**src/rtl/mem_arbiter_if.sv**
```systemverilog
// Bus bundle between mem_arbiter, the two cache controllers and the memory model.
// The slave modport is the arbiter's view; master is the caches plus memory side.
interface mem_arbiter_if #(
  parameter int unsigned ADDR_W    = 16,
  parameter int unsigned DATA_W    = 16,
  parameter int unsigned BURST_LEN = 8
);
  localparam int unsigned IDX_W = $clog2(BURST_LEN);

  logic              icache_req;
  logic [ADDR_W-1:0] icache_addr;
  logic              icache_done;
  logic              dcache_req;
  logic              dcache_we;
  logic [ADDR_W-1:0] dcache_addr;
  logic [DATA_W-1:0] dcache_wdata;
  logic              dcache_done;
  logic              mem_en;
  logic              mem_wr;
  logic [ADDR_W-1:0] mem_addr;
  logic [DATA_W-1:0] mem_wdata;
  logic              mem_data_valid;
  logic [DATA_W-1:0] mem_rdata;
  logic              fill_valid;
  logic              fill_dst;
  logic [IDX_W-1:0]  fill_idx;
  logic [DATA_W-1:0] fill_data;
  logic              busy;

  modport slave (
    input  icache_req, icache_addr, dcache_req, dcache_we, dcache_addr, dcache_wdata,
           mem_data_valid, mem_rdata,
    output icache_done, dcache_done, mem_en, mem_wr, mem_addr, mem_wdata,
           fill_valid, fill_dst, fill_idx, fill_data, busy
  );

  modport master (
    output icache_req, icache_addr, dcache_req, dcache_we, dcache_addr, dcache_wdata,
           mem_data_valid, mem_rdata,
    input  icache_done, dcache_done, mem_en, mem_wr, mem_addr, mem_wdata,
           fill_valid, fill_dst, fill_idx, fill_data, busy
  );
endinterface

```
**src/rtl/mem_arbiter.sv**
```systemverilog
// Shares one pipelined memory port between I/D block fills and D write-through stores.
// Optional MEM_ARB_PERF_EN adds saturating fill and wait-cycle counters.
module mem_arbiter #(
  parameter int unsigned ADDR_W    = 16,
  parameter int unsigned DATA_W    = 16,
  parameter int unsigned BURST_LEN = 8
) (
  input  logic         clk,
  input  logic         rst_n,
  mem_arbiter_if.slave bus
`ifdef MEM_ARB_PERF_EN
  ,
  output logic [15:0]  perf_ifill,
  output logic [15:0]  perf_dfill,
  output logic [15:0]  perf_wait
`endif
);
  localparam int unsigned IDX_W = $clog2(BURST_LEN);
  localparam int unsigned CNT_W = IDX_W + 1;
  localparam int unsigned OFF_W = IDX_W + 1;

  typedef enum logic [1:0] {StIdle, StIFill, StDFill, StDWrite} state_e;

  state_e            state_q, state_d;
  logic [CNT_W-1:0]  issue_q, ret_q;
  logic [ADDR_W-1:0] addr_q;
  logic [DATA_W-1:0] wdata_q;
  logic              last_d_q;
  logic              grant_i, grant_d, is_fill, issuing, last_ret;

  // Ties go to D unless the previous grant was D.
  always_comb begin
    grant_i = 1'b0;
    grant_d = 1'b0;
    if (state_q == StIdle) begin
      if (bus.icache_req && bus.dcache_req) begin
        grant_i = last_d_q;
        grant_d = !last_d_q;
      end else begin
        grant_i = bus.icache_req;
        grant_d = bus.dcache_req;
      end
    end
  end

  always_comb begin
    is_fill  = (state_q == StIFill) || (state_q == StDFill);
    issuing  = is_fill && (issue_q < CNT_W'(BURST_LEN));
    last_ret = is_fill && bus.mem_data_valid && (ret_q == CNT_W'(BURST_LEN - 1));
  end

  always_ff @(posedge clk or negedge rst_n) begin
    if (!rst_n) begin
      state_q <= StIdle;
    end else begin
      state_q <= state_d;
    end
  end

  always_comb begin
    state_d = state_q;
    unique case (state_q)
      StIdle: begin
        if (grant_d)      state_d = bus.dcache_we ? StDWrite : StDFill;
        else if (grant_i) state_d = StIFill;
      end
      StIFill, StDFill: if (last_ret) state_d = StIdle;
      StDWrite:         state_d = StIdle;
      default:          state_d = StIdle;
    endcase
  end

  // Request fields are captured at grant so requesters may change them afterwards.
  always_ff @(posedge clk or negedge rst_n) begin
    if (!rst_n) begin
      issue_q  <= '0;
      ret_q    <= '0;
      addr_q   <= '0;
      wdata_q  <= '0;
      last_d_q <= 1'b0;
    end else if (grant_i || grant_d) begin
      issue_q  <= '0;
      ret_q    <= '0;
      last_d_q <= grant_d;
      addr_q   <= grant_d ? bus.dcache_addr : bus.icache_addr;
      wdata_q  <= bus.dcache_wdata;
    end else begin
      if (issuing) issue_q <= issue_q + 1'b1;
      if (is_fill && bus.mem_data_valid) ret_q <= last_ret ? '0 : ret_q + 1'b1;
    end
  end

  always_comb begin
    bus.mem_en      = 1'b0;
    bus.mem_wr      = 1'b0;
    bus.mem_addr    = '0;
    bus.mem_wdata   = '0;
    bus.fill_valid  = 1'b0;
    bus.fill_dst    = 1'b0;
    bus.fill_idx    = '0;
    bus.fill_data   = '0;
    bus.icache_done = 1'b0;
    bus.dcache_done = 1'b0;
    bus.busy        = (state_q != StIdle);
    unique case (state_q)
      StIFill, StDFill: begin
        if (issuing) begin
          bus.mem_en   = 1'b1;
          // Block base has zero offset bits, so base+2k is a plain concatenation.
          bus.mem_addr = {addr_q[ADDR_W-1:OFF_W], issue_q[IDX_W-1:0], 1'b0};
        end
        bus.fill_valid  = bus.mem_data_valid;
        bus.fill_dst    = (state_q == StDFill);
        bus.fill_idx    = ret_q[IDX_W-1:0];
        bus.fill_data   = bus.mem_data_valid ? bus.mem_rdata : '0;
        bus.icache_done = last_ret && (state_q == StIFill);
        bus.dcache_done = last_ret && (state_q == StDFill);
      end
      StDWrite: begin
        bus.mem_en      = 1'b1;
        bus.mem_wr      = 1'b1;
        bus.mem_addr    = addr_q;
        bus.mem_wdata   = wdata_q;
        bus.dcache_done = 1'b1;
      end
      default: ;
    endcase
  end

`ifdef MEM_ARB_PERF_EN
  logic [15:0] perf_ifill_q, perf_dfill_q, perf_wait_q;
  logic        wait_cyc;

  assign wait_cyc = (state_q != StIdle) && (bus.icache_req || bus.dcache_req);

  always_ff @(posedge clk or negedge rst_n) begin
    if (!rst_n) begin
      perf_ifill_q <= '0;
      perf_dfill_q <= '0;
      perf_wait_q  <= '0;
    end else begin
      if (last_ret && (state_q == StIFill) && (perf_ifill_q != 16'hFFFF)) begin
        perf_ifill_q <= perf_ifill_q + 16'd1;
      end
      if (last_ret && (state_q == StDFill) && (perf_dfill_q != 16'hFFFF)) begin
        perf_dfill_q <= perf_dfill_q + 16'd1;
      end
      if (wait_cyc && (perf_wait_q != 16'hFFFF)) perf_wait_q <= perf_wait_q + 16'd1;
    end
  end

  assign perf_ifill = perf_ifill_q;
  assign perf_dfill = perf_dfill_q;
  assign perf_wait  = perf_wait_q;
`endif
endmodule

```
**src/flat_wrapper.sv**
```systemverilog
// flat-port wrapper written by rule: the top's interface ports become plain ports
module mem_arbiter_flat 
#(
  parameter int unsigned ADDR_W    = 16,
  parameter int unsigned DATA_W    = 16,
  parameter int unsigned BURST_LEN = 8
)
  (clk, rst_n, bus_icache_req, bus_icache_addr, bus_dcache_req, bus_dcache_we, bus_dcache_addr, bus_dcache_wdata, bus_mem_data_valid, bus_mem_rdata, bus_icache_done, bus_dcache_done, bus_mem_en, bus_mem_wr, bus_mem_addr, bus_mem_wdata, bus_fill_valid, bus_fill_dst, bus_fill_idx, bus_fill_data, bus_busy);
  mem_arbiter_if #(.ADDR_W(ADDR_W), .DATA_W(DATA_W), .BURST_LEN(BURST_LEN)) bus_i ();
  input  logic clk;
  input  logic rst_n;
  input wire logic [$bits(bus_i.icache_req)-1:0] bus_icache_req;
  input wire logic [$bits(bus_i.icache_addr)-1:0] bus_icache_addr;
  input wire logic [$bits(bus_i.dcache_req)-1:0] bus_dcache_req;
  input wire logic [$bits(bus_i.dcache_we)-1:0] bus_dcache_we;
  input wire logic [$bits(bus_i.dcache_addr)-1:0] bus_dcache_addr;
  input wire logic [$bits(bus_i.dcache_wdata)-1:0] bus_dcache_wdata;
  input wire logic [$bits(bus_i.mem_data_valid)-1:0] bus_mem_data_valid;
  input wire logic [$bits(bus_i.mem_rdata)-1:0] bus_mem_rdata;
  output wire logic [$bits(bus_i.icache_done)-1:0] bus_icache_done;
  output wire logic [$bits(bus_i.dcache_done)-1:0] bus_dcache_done;
  output wire logic [$bits(bus_i.mem_en)-1:0] bus_mem_en;
  output wire logic [$bits(bus_i.mem_wr)-1:0] bus_mem_wr;
  output wire logic [$bits(bus_i.mem_addr)-1:0] bus_mem_addr;
  output wire logic [$bits(bus_i.mem_wdata)-1:0] bus_mem_wdata;
  output wire logic [$bits(bus_i.fill_valid)-1:0] bus_fill_valid;
  output wire logic [$bits(bus_i.fill_dst)-1:0] bus_fill_dst;
  output wire logic [$bits(bus_i.fill_idx)-1:0] bus_fill_idx;
  output wire logic [$bits(bus_i.fill_data)-1:0] bus_fill_data;
  output wire logic [$bits(bus_i.busy)-1:0] bus_busy;
  assign bus_i.icache_req = bus_icache_req;
  assign bus_i.icache_addr = bus_icache_addr;
  assign bus_i.dcache_req = bus_dcache_req;
  assign bus_i.dcache_we = bus_dcache_we;
  assign bus_i.dcache_addr = bus_dcache_addr;
  assign bus_i.dcache_wdata = bus_dcache_wdata;
  assign bus_i.mem_data_valid = bus_mem_data_valid;
  assign bus_i.mem_rdata = bus_mem_rdata;
  assign bus_icache_done = bus_i.icache_done;
  assign bus_dcache_done = bus_i.dcache_done;
  assign bus_mem_en = bus_i.mem_en;
  assign bus_mem_wr = bus_i.mem_wr;
  assign bus_mem_addr = bus_i.mem_addr;
  assign bus_mem_wdata = bus_i.mem_wdata;
  assign bus_fill_valid = bus_i.fill_valid;
  assign bus_fill_dst = bus_i.fill_dst;
  assign bus_fill_idx = bus_i.fill_idx;
  assign bus_fill_data = bus_i.fill_data;
  assign bus_busy = bus_i.busy;
  mem_arbiter #(.ADDR_W(ADDR_W), .DATA_W(DATA_W), .BURST_LEN(BURST_LEN)) u_core (.clk(clk), .rst_n(rst_n), .bus(bus_i));
endmodule
```
**config.mk**
```make
export PLATFORM = sky130hd
export DESIGN_NAME = mem_arbiter_flat
export DESIGN_NICKNAME = d
export VERILOG_FILES = /design/src/rtl/mem_arbiter_if.sv /design/src/rtl/mem_arbiter.sv /design/src/flat_wrapper.sv
export SDC_FILE = /design/constraint.sdc
export NUM_CORES = 1
export LEC_CHECK = 0
export CAP_MARGIN = 20
export CORE_MARGIN = 10
export CORE_UTILIZATION = 36
export DETAILED_ROUTE_END_ITERATION = 10
export GPL_ROUTABILITY_DRIVEN = 0
export GPL_TIMING_DRIVEN = 0
export HOLD_SLACK_MARGIN = 0.15
export PLACE_DENSITY = 0.85
export SLEW_MARGIN = 0
export SYNTH_ARGS = -nofsm -noshare
export SYNTH_HDL_FRONTEND = slang
export SYNTH_SLANG_ARGS = --single-unit
```
**constraint.sdc**
```tcl
create_clock -name clk -period 2.15 [get_ports clk]
set_input_delay 0.645 -clock clk [delete_from_list [all_inputs] [get_ports clk]]
set_output_delay 0.645 -clock clk [all_outputs]
set_load 0.02 [all_outputs]
```
# After elaboration in Yosys (flattened, before gate mapping)
# Cells that the tools add are included.
[word_totals]
reg_bits = 43
in_bits = 70
wordCells = 58
output_inout_bits = 58
[classes]
reduce_logical = 15
muxes = 28
n_addsub = 2
order_cmp = 1
n_eq_ne = 6
[ops]
columns = ["op", "n"]
rows = [
  ["2-to-1 mux 16 bit", 5],
  ["one-hot mux 16 bit (2 select lines)", 1],
  ["2-to-1 mux 4 bit", 5],
  ["2-to-1 mux 1 bit", 10],
  ["adder 4 x 1 -> 4 bit, second input constant", 2],
  ["logical AND 1 bit", 6],
  ["2-to-1 mux 2 bit", 3],
  ["one-hot mux 2 bit (3 select lines)", 1],
  ["nonzero test 2 bit", 3],
  ["equality test 2 bit, second input constant", 2],
  ["equality test 4 x 3 -> 1 bit, second input constant", 1],
  ["< comparator 4 bit, second input constant", 1],
  ["one-hot mux 1 bit (2 select lines)", 2],
  ["2-to-1 mux 3 bit", 1],
  ["inequality test 3 x 1 -> 1 bit, second input constant", 1],
  ["equality test 2 x 1 -> 1 bit, second input constant", 1],
  ["logical NOT 2 bit", 1],
  ["logical OR 1 bit", 2],
  ["inequality test 2 x 1 -> 1 bit, second input constant", 1],
  ["AND reduction 2 bit", 1],
  ["OR reduction 2 bit", 1],
  ["logical NOT 1 bit", 1],
]

# Logic depth before layout (Yosys ltp)
# Gate-level depths: netlist (run 1).
[depth]
depth_word = 7
ltp_mapped = 7
mapped_depth_nobuf = 6

# Worst setup path before layout (run 1)
# No wires, ideal clock.
[synth_path]
path_type = "register -> output"
from = "reg u_core.state_q[0]"
to = "out bus_mem_addr[11]"
arrival_ns = 1.654
slack_ns = -0.149
stages_incl_launch_ff = 8
required_time_ns = 1.505
path_buffers = 2
cell_sequence = "dfrtp_1 -> inv_1 -> ha_1 -> buf_6 -> nand2b_1 -> a21oi_1 -> buf_2 -> and2_1"
[synth_between]
elab_chain_len = 5
elab_cells_between_ends = 8
classes_between = "eq/ne: 3; mux: 2; reduce/logical: 3"
[synth_rtl]
columns = ["item", "line", "source"]
rows = [
  ["start, declared", "mem_arbiter.sv:24", "state_e state_q, state_d;"],
  ["start signal, assigned", "mem_arbiter.sv:54", "state_q <= StIdle;"],
  ["start signal, assigned", "mem_arbiter.sv:56", "state_q <= state_d;"],
  ["equality test 2 x 1 -> 1 bit / equality test 2 bit (equally long branches)", "mem_arbiter.sv:47, mem_arbiter.sv:105", ""],
  ["logical OR 1 bit", "mem_arbiter.sv:47", "is_fill = (state_q == StIFill) || (state_q == StDFill);"],
  ["logical AND 1 bit", "mem_arbiter.sv:48", "issuing = is_fill && (issue_q < CNT_W'(BURST_LEN));"],
  ["2-to-1 mux 16 bit", "mem_arbiter.sv:107", "if (issuing) begin"],
  ["one-hot mux 16 bit (2 select lines) (*)", "mem_arbiter.sv:105", "unique case (state_q)"],
  ["end, declared", "flat_wrapper.sv:24", "output wire logic [$bits(bus_i.mem_addr)-1:0] bus_mem_addr;"],
]
# Every way passes the cells marked *; elsewhere a longest branch is shown, timed or not.

# Final worst setup path (run 1)
[layout_path]
from = "reg u_core.state_q[0]"
to = "out bus_mem_addr[6]"
# The elaborated chain is that of the path after synthesis.

==> results of run 1 <==
## timing repair
item                                   in CTS  in global routing
gates resized for setup                   340                 32
cloned                                      1                  1
endpoints found under the hold margin       0                  0
setup buffers                              13                  4
pin swaps                                  16                  3
setup endpoints to repair                  58                 56
## worst max path at each step
stage,start,endpoint,depth (start not counted)
3_3_place_gp,rst_n,u_core.addr_q[7],1
2_1_floorplan,u_core.state_q[0],bus_mem_addr[11],7
5_1_grt,u_core.state_q[0],bus_mem_addr[7],7
6_report,u_core.state_q[0],bus_mem_addr[6],7
3_5_place_dp,u_core.state_q[0],bus_mem_addr[7],8
4_1_cts,u_core.state_q[0],bus_mem_addr[7],8
## routing by layer
metal / vias to the layer above / routed length [µm] / GRT usage (%)
met4: 0 / 180 / 3.11
met2: 84 / 4510 / 27.6
met3: 17 / 683 / 5.99
met5: - / 0 / 0
li1: 1105 / - / -
met1: 1125 / 3230 / 16.3
## kinds of logic after synthesis
group / after synthesis
buf+inv: 21
mux: 33
flops: 43
compound gates: 34
simple gates: 91
fa+ha+maj: 8
xor+xnor: 3
## sequential cells by signal (all words and copies together) (netlist names)
register	count
u_core.addr_q	16
u_core.issue_q	4
u_core.last_d_q	1
u_core.ret_q	4
u_core.state_q	2
u_core.wdata_q	16
## final cells by class
class / count / area share, %
clock buffer: 6 / 1.92
clock inverter: 2 / 0.815
timing repair buffer: 146 / 33.4
sequential: 43 / 25.0
multi-input combinational: 169 / 32.9
inverter: 6 / 0.611
buffer: 14 / 3.11
tap: 77 / 2.24
## power groups by stage
| stage | Clock [mW] | Sequential (mW) | Combinational, mW |
|---|---|---|---|
| after global placement | 0 | 1.34 | 2.24 |
| final | 0.665 | 1.36 | 3.12 |
| after CTS | 0.667 | 1.36 | 2.86 |
| after global routing | 0.712 | 1.40 | 3.34 |
| after floorplan | 0 | 1.31 | 1.44 |
| after detailed placement | 0 | 1.37 | 2.31 |
## synthesized netlist by cell type (all sizes together)
library cell	instances
a22oi	3
xnor2	1
a21oi	6
or3	1
a21boi	1
inv	6
and3	17
mux2i	17
or4	1
ha	8
and2	32
nand4b	1
and2b	1
and3b	1
clkbuf	7
buf	8
nand2	21
o21ai	18
a22o	1
mux2	16
a31oi	1
nand3b	1
a221o	1
nor2	10
nand3	4
dfrtp	43
nand2b	1
a32o	1
a41oi	1
o211ai	1
xor2	2
==> summary.md, run 1 <==
| Metric | Value |
|---|---|
| CP Cell Sequence | inv_2 > ha_4 > nand2b_4 > a21oi_4 > buf_6 > and2_4 > buf_6 |
| CTS Buf Count | 5 |
| Hold Crit Class | primary input to async pin |
| Final worst slack | -0.269 ns |
| Top cell type by total area after synthesis | dfrtp_1 |
| Clock power frac | 12.9% |
| Failing checks | setup timing |
| Critical path data required time | 1.50 ns |
| Pwr Total | 5.14 mW |
| Antenna violations before repair | 0 |
| Setup slack at placement | -0.802 ns |
| Slew HR | 67.4% |
| Non-Filler Instances | 463 |
| Core area | 6390 µm² |
| Delay-heaviest family, CP | flip-flops |
| Reg2reg path depth | 8 |
| First-pass detailed-route iteration total | 4 |
| Buf+Inv Stages, Crit Path | 3 |
| ANT nets after route | 0 |
| Routed wire length | 8600 µm |
| Initial cell density of the core | 37.4% |
| Logic pwr share | 60.6% |
| Final clock skew | 0.00761 ns |
| IO Pins | 128 |
| Design area | 4300 µm² |
| Worst EP arrival | 1.77 ns |
| Fillers | 520 |
| Row Count | 29 |
| Mapped Area | 2390 µm² |
| Detail Placement HPWL | 6160 µm |
| Flop2flop setup slack | 0.23 ns |
| DR WL/cell | 18.6 µm |
| Cells after Synth | 233 |
| Final hold slack | 0.274 ns |
| Post-synthesis mux area share | 14.7% |
| Largest net degree at the start of global routing | 28 |
| Critical Path Start Type | flop |
| Final worst-path cycle share | 113% |
| Vias in the first global route | 2491 |
| Clk buf depth | 2 |
| Die width | 101 µm |
| Power Dens Cells | 1200 nW/µm² |
| GR Overflow Total | 0 |
| Crit-path most repeated cell | buf_6 |
| Slew at the pin with the worst max-slew slack | 0.490 ns |
| Final setup viols | 53 |
| Largest family of logic cells by synthesized area | simple AND/OR/NAND/NOR gates |
| P_sw | 1.95 mW |
| Maximum clock rate | 0.413 GHz |
| Later-pin clock latency in the skew report | 0.30 ns |
| Via count | 2331 |
| R2R Path End | u_core.ret_q[3] |
| Clock Tree Root | clkbuf_8 |
| DP Cell Count | 437 |
| Area contributors post-synth | dfrtp_1 45%, and2_1 8.4%, mux2_2 7.5%, mux2i_1 7.1%, and3_1 4.5% |
| Max stage delay cell, worst path | dfrtp_1 |
| FF+latch count, synth | 43 |
| Max cap viols | 0 |
| Internal Power | 3.19 mW |
| Leak | 1.94 nW |
| Commonest non-fill, non-tap cells in the layout | 67 x clkdlybuf4s50_1, 43 x dfrtp_1, 40 x buf_6, 30 x buf_4 |
| Final Max Tran Viols | 0 |
| Crit-path max FO | 5 |
| Synth top area share | 45.0% |
| Compound-cell area share of the yosys netlist | 8.74% |
| Reg power frac | 26.4% |
| Finished Core Util | 67.3% |
| Most common cell after layout, fill and taps aside | clkdlybuf4s50_1 |
| First-pass GRT wire length | 12600 µm |
| Nets | 463 |
| RSZ-0062 raised after global routing | true |
| Post-synthesis simple-gate area fraction | 21.3% |
| CTS tree | yes |
| Syn-to-layout area delta | 79.9% |
| Net Sw Frac | 38.0% |
| Area occupied by multi-input gates | 1420 µm² |
| Crit Reg-Reg Startpoint | u_core.state_q[0] |
| Hold buffers post-CTS | 0 |
| Worst vdd ir | 0.826 mV |
| Synth cell types | 38 |
| CTS clk-pin slew, worst paths | 0.09 ns |
| Warnings, synthesis | 0 |
| PortBufs | 126 |
| Tot GR Track Use | 15.2% |
| H-Tree Depth | 2 |
| Diode count | 0 |
| Crit. End Element | primary output |
| Min cycle time layout | 2.42 ns |
| Die area | 10300 µm² |
| DRC Markers | 0 |
| Share of layout cells above drive strength 1 | 41.2% |
| Initial drt markers | 63 |
| Crit-path max cell delay | 0.40 ns |
| Post-Synthesis Net Count | 311 |
| Setup TNS | -7.52 ns |
| Synth Area in Adders | 4.19% |
| XOR/XNOR Fraction of Synth Area | 1.10% |
| Register area share after synthesis | 45.0% |
| Area after detailed placement | 3800 µm² |
| Vias per inst | 5.03 |
| Status | finished, violations left |
| Register Area | 1080 µm² |
| Die Y | 101 µm |
| Crit Path Class | flop to primary output |
| Final Hold Viols | 0 |
| Clk sinks | 43 |
| Synth Area per Inst | 10.3 µm² |
(Power assumes the default switching activity.)
==> run 2: changes to the inputs <==
- CORE_MARGIN: 10 -> 2
- CORE_UTILIZATION: 36 -> 40
- PLACE_DENSITY: 0.85 -> 0.89
- clock period: 2.15 -> 2.8 ns (I/O delays scaled with it)
==> run 2 against run 1 <==
Against the previous run:
- the run now ends clean
- first-iteration DRC count grew 110%
- critical path type unchanged
- routed wire length shrank 23%
- clock power shrank 36%
- largest power group unchanged
==> summary.md, run 2 (synthesis results as in run 1) <==
| Metric | Value |
|---|---|
| Status | completed |
| Final worst-path cycle share | 97.1% |
| Max cap viols | 0 |
| Final setup viols | 0 |
| Most common cell after layout, fill and taps aside | clkdlybuf4s50_1 |
| Levels on crit path | 8 |
| Biggest regs | u_core.addr_q (16), u_core.wdata_q (16) |
| Buf+Inv Stages, Crit Path | 4 |
| Final clock skew | 0.00633 ns |
| Crit. End Element | primary output |
| Antenna violations before repair | 0 |
| Initial drt markers | 132 |
| ANT nets after route | 0 |
| Via count | 2226 |
| Die width | 81.3 µm |
| Tot GR Track Use | 20.2% |
| Row Count | 28 |
| Worst EP arrival | 1.88 ns |
| Max stage delay cell, worst path | dfrtp_1 |
| First-pass GRT wire length | 10300 µm |
| IO Pins | 128 |
| Slew at the pin with the worst max-slew slack | 0.549 ns |
| Delay-heaviest family, CP | buffers and inverters |
| Core area | 5850 µm² |
| Detail Placement HPWL | 5050 µm |
| P_sw | 1.27 mW |
| Largest net degree at the start of global routing | 23 |
| Area after detailed placement | 3770 µm² |
| First-pass detailed-route iteration total | 6 |
| Vias per inst | 4.96 |
| Crit-path most repeated cell | buf_6 |
| DR WL/cell | 14.7 µm |
| Nets | 451 |
| Later-pin clock latency in the skew report | 0.29 ns |
| GR Overflow Total | 0 |
| Critical Path Start Type | flop |
| Die area | 6610 µm² |
| Final hold slack | 0.483 ns |
| PortBufs | 126 |
| Min cycle time layout | 2.72 ns |
| Final Max Tran Viols | 0 |
| Diode count | 0 |
| Hold Crit Class | flop to flop |
| Final Hold Viols | 0 |
| Clock power frac | 13.4% |
| CTS tree | yes |
| Reg power frac | 32.5% |
| CTS clk-pin slew, worst paths | 0.08 ns |
| H-Tree Depth | 2 |
| Share of layout cells above drive strength 1 | 19.3% |
| Die Y | 81.3 µm |
| Clk buf depth | 2 |
| Hold path depth | 2 |
| Critical path data required time | 1.96 ns |
| Crit-path max FO | 10 |
| Leak | 1.93 nW |
| Clk sinks | 43 |
| Commonest non-fill, non-tap cells in the layout | 70 x clkdlybuf4s50_1, 43 x dfrtp_1, 37 x dlygate4sd2_1, 32 x and2_1, 20 x nand2_1 |
| Clock Tree Root | clkbuf_8 |
| Reg2reg path depth | 5 |
| Worst vdd ir | 0.447 mV |
| Design area | 3840 µm² |
| Net Sw Frac | 39.8% |
| Maximum clock rate | 0.368 GHz |
| Crit-path max cell delay | 0.39 ns |
| Syn-to-layout area delta | 60.7% |
| Hold buffers post-CTS | 0 |
| Crit Path Class | flop to primary output |
| Logic pwr share | 54.2% |
| Initial cell density of the core | 40.8% |
| DRC Markers | 0 |
| Vias in the first global route | 2146 |
| Slew HR | 63.4% |
| Routed wire length | 6620 µm |
| Finished Core Util | 65.6% |
| Internal Power | 1.93 mW |
| CP Cell Sequence | inv_2 > ha_4 > buf_6 > nand2b_4 > a21oi_4 > buf_6 > and2_1 > buf_2 |
| Power Dens Cells | 832 nW/µm² |
| CTS Buf Count | 5 |
## run 2: changes by cell type in the layout (fill, tap and decap cells not counted), sizes merged
cell           change
buf               -55
bufinv             -1
clkbuf             +7
clkdlybuf4s50      +3
clkinv             -1
clkinvlp           -1
dlygate4sd2       +35
inv                +1
## run 2: worst min-delay path, stage by stage (launching register included)
cell and delay (ns):
dfrtp_1 0.34, nand2_1 0.05, o21ai_0 0.06
## run 2: power groups by stage
stage	Clock, mW	Sequential [mW]	Combinational (mW)
finish	0.427	1.04	1.73
global route	0.469	1.07	1.88
CTS	0.440	1.04	1.68
detailed placement	0	1.05	1.71
global placement	0	1.03	1.66
floorplan	0	1.00	1.07
## run 2: final timing paths
check                      slack, ns            endpoint         startpoint
min in group asynchronous       0.52     u_core.ret_q[3]              rst_n
max in group asynchronous       1.77  u_core.wdata_q[14]              rst_n
setup reg to reg                1.15   u_core.wdata_q[9]  u_core.state_q[0]
setup / recovery                0.08     bus_mem_addr[7]  u_core.state_q[0]
hold / removal                  0.48    u_core.addr_q[6]   u_core.addr_q[6]
hold reg to reg                 0.48    u_core.addr_q[6]   u_core.addr_q[6]
## run 2: metrics by stage
step | setup TNS [ns] | cells | power [mW] | setup slack (ns)
after global placement | -16.86 | 434 | 2.69 | -0.441
after detailed placement | -6.86 | 435 | 2.76 | -0.478
after floorplan | 0 | 233 | 2.07 | 0.266
after global routing | -0.00849 | 449 | 3.42 | -0.00849
final | 0 | 449 | 3.20 | 0.0817
after CTS | 0 | 446 | 3.16 | 0.00575
## run 2: layout make-up
type	count	area, µm²
clock buffer	8	100
inverter	6	22.5
buffer	15	113
sequential	43	1080
fill	485	2010
tap	75	93.8
timing repair buffer	133	1210
multi-input combinational	169	1230
## run 2: layer usage
metal	wire length, µm	share of wire [%]	GRT usage (%)	up-vias
li1	-	-	-	1079
met1	2750	41	25.6	1072
met2	3420	52	33.9	69
met3	405	6.1	5.56	6
met4	45	0.68	5.42	0
met5	0	0	0	-
## run 2: repair_timing
item | 4_1_cts | 5_1_grt
endpoints found under the setup margin | 55 | 37
gates resized for setup | 112 | 11
pin swaps | 1 | 1
cloned | 0 | 1
setup buffers | 3 | 2
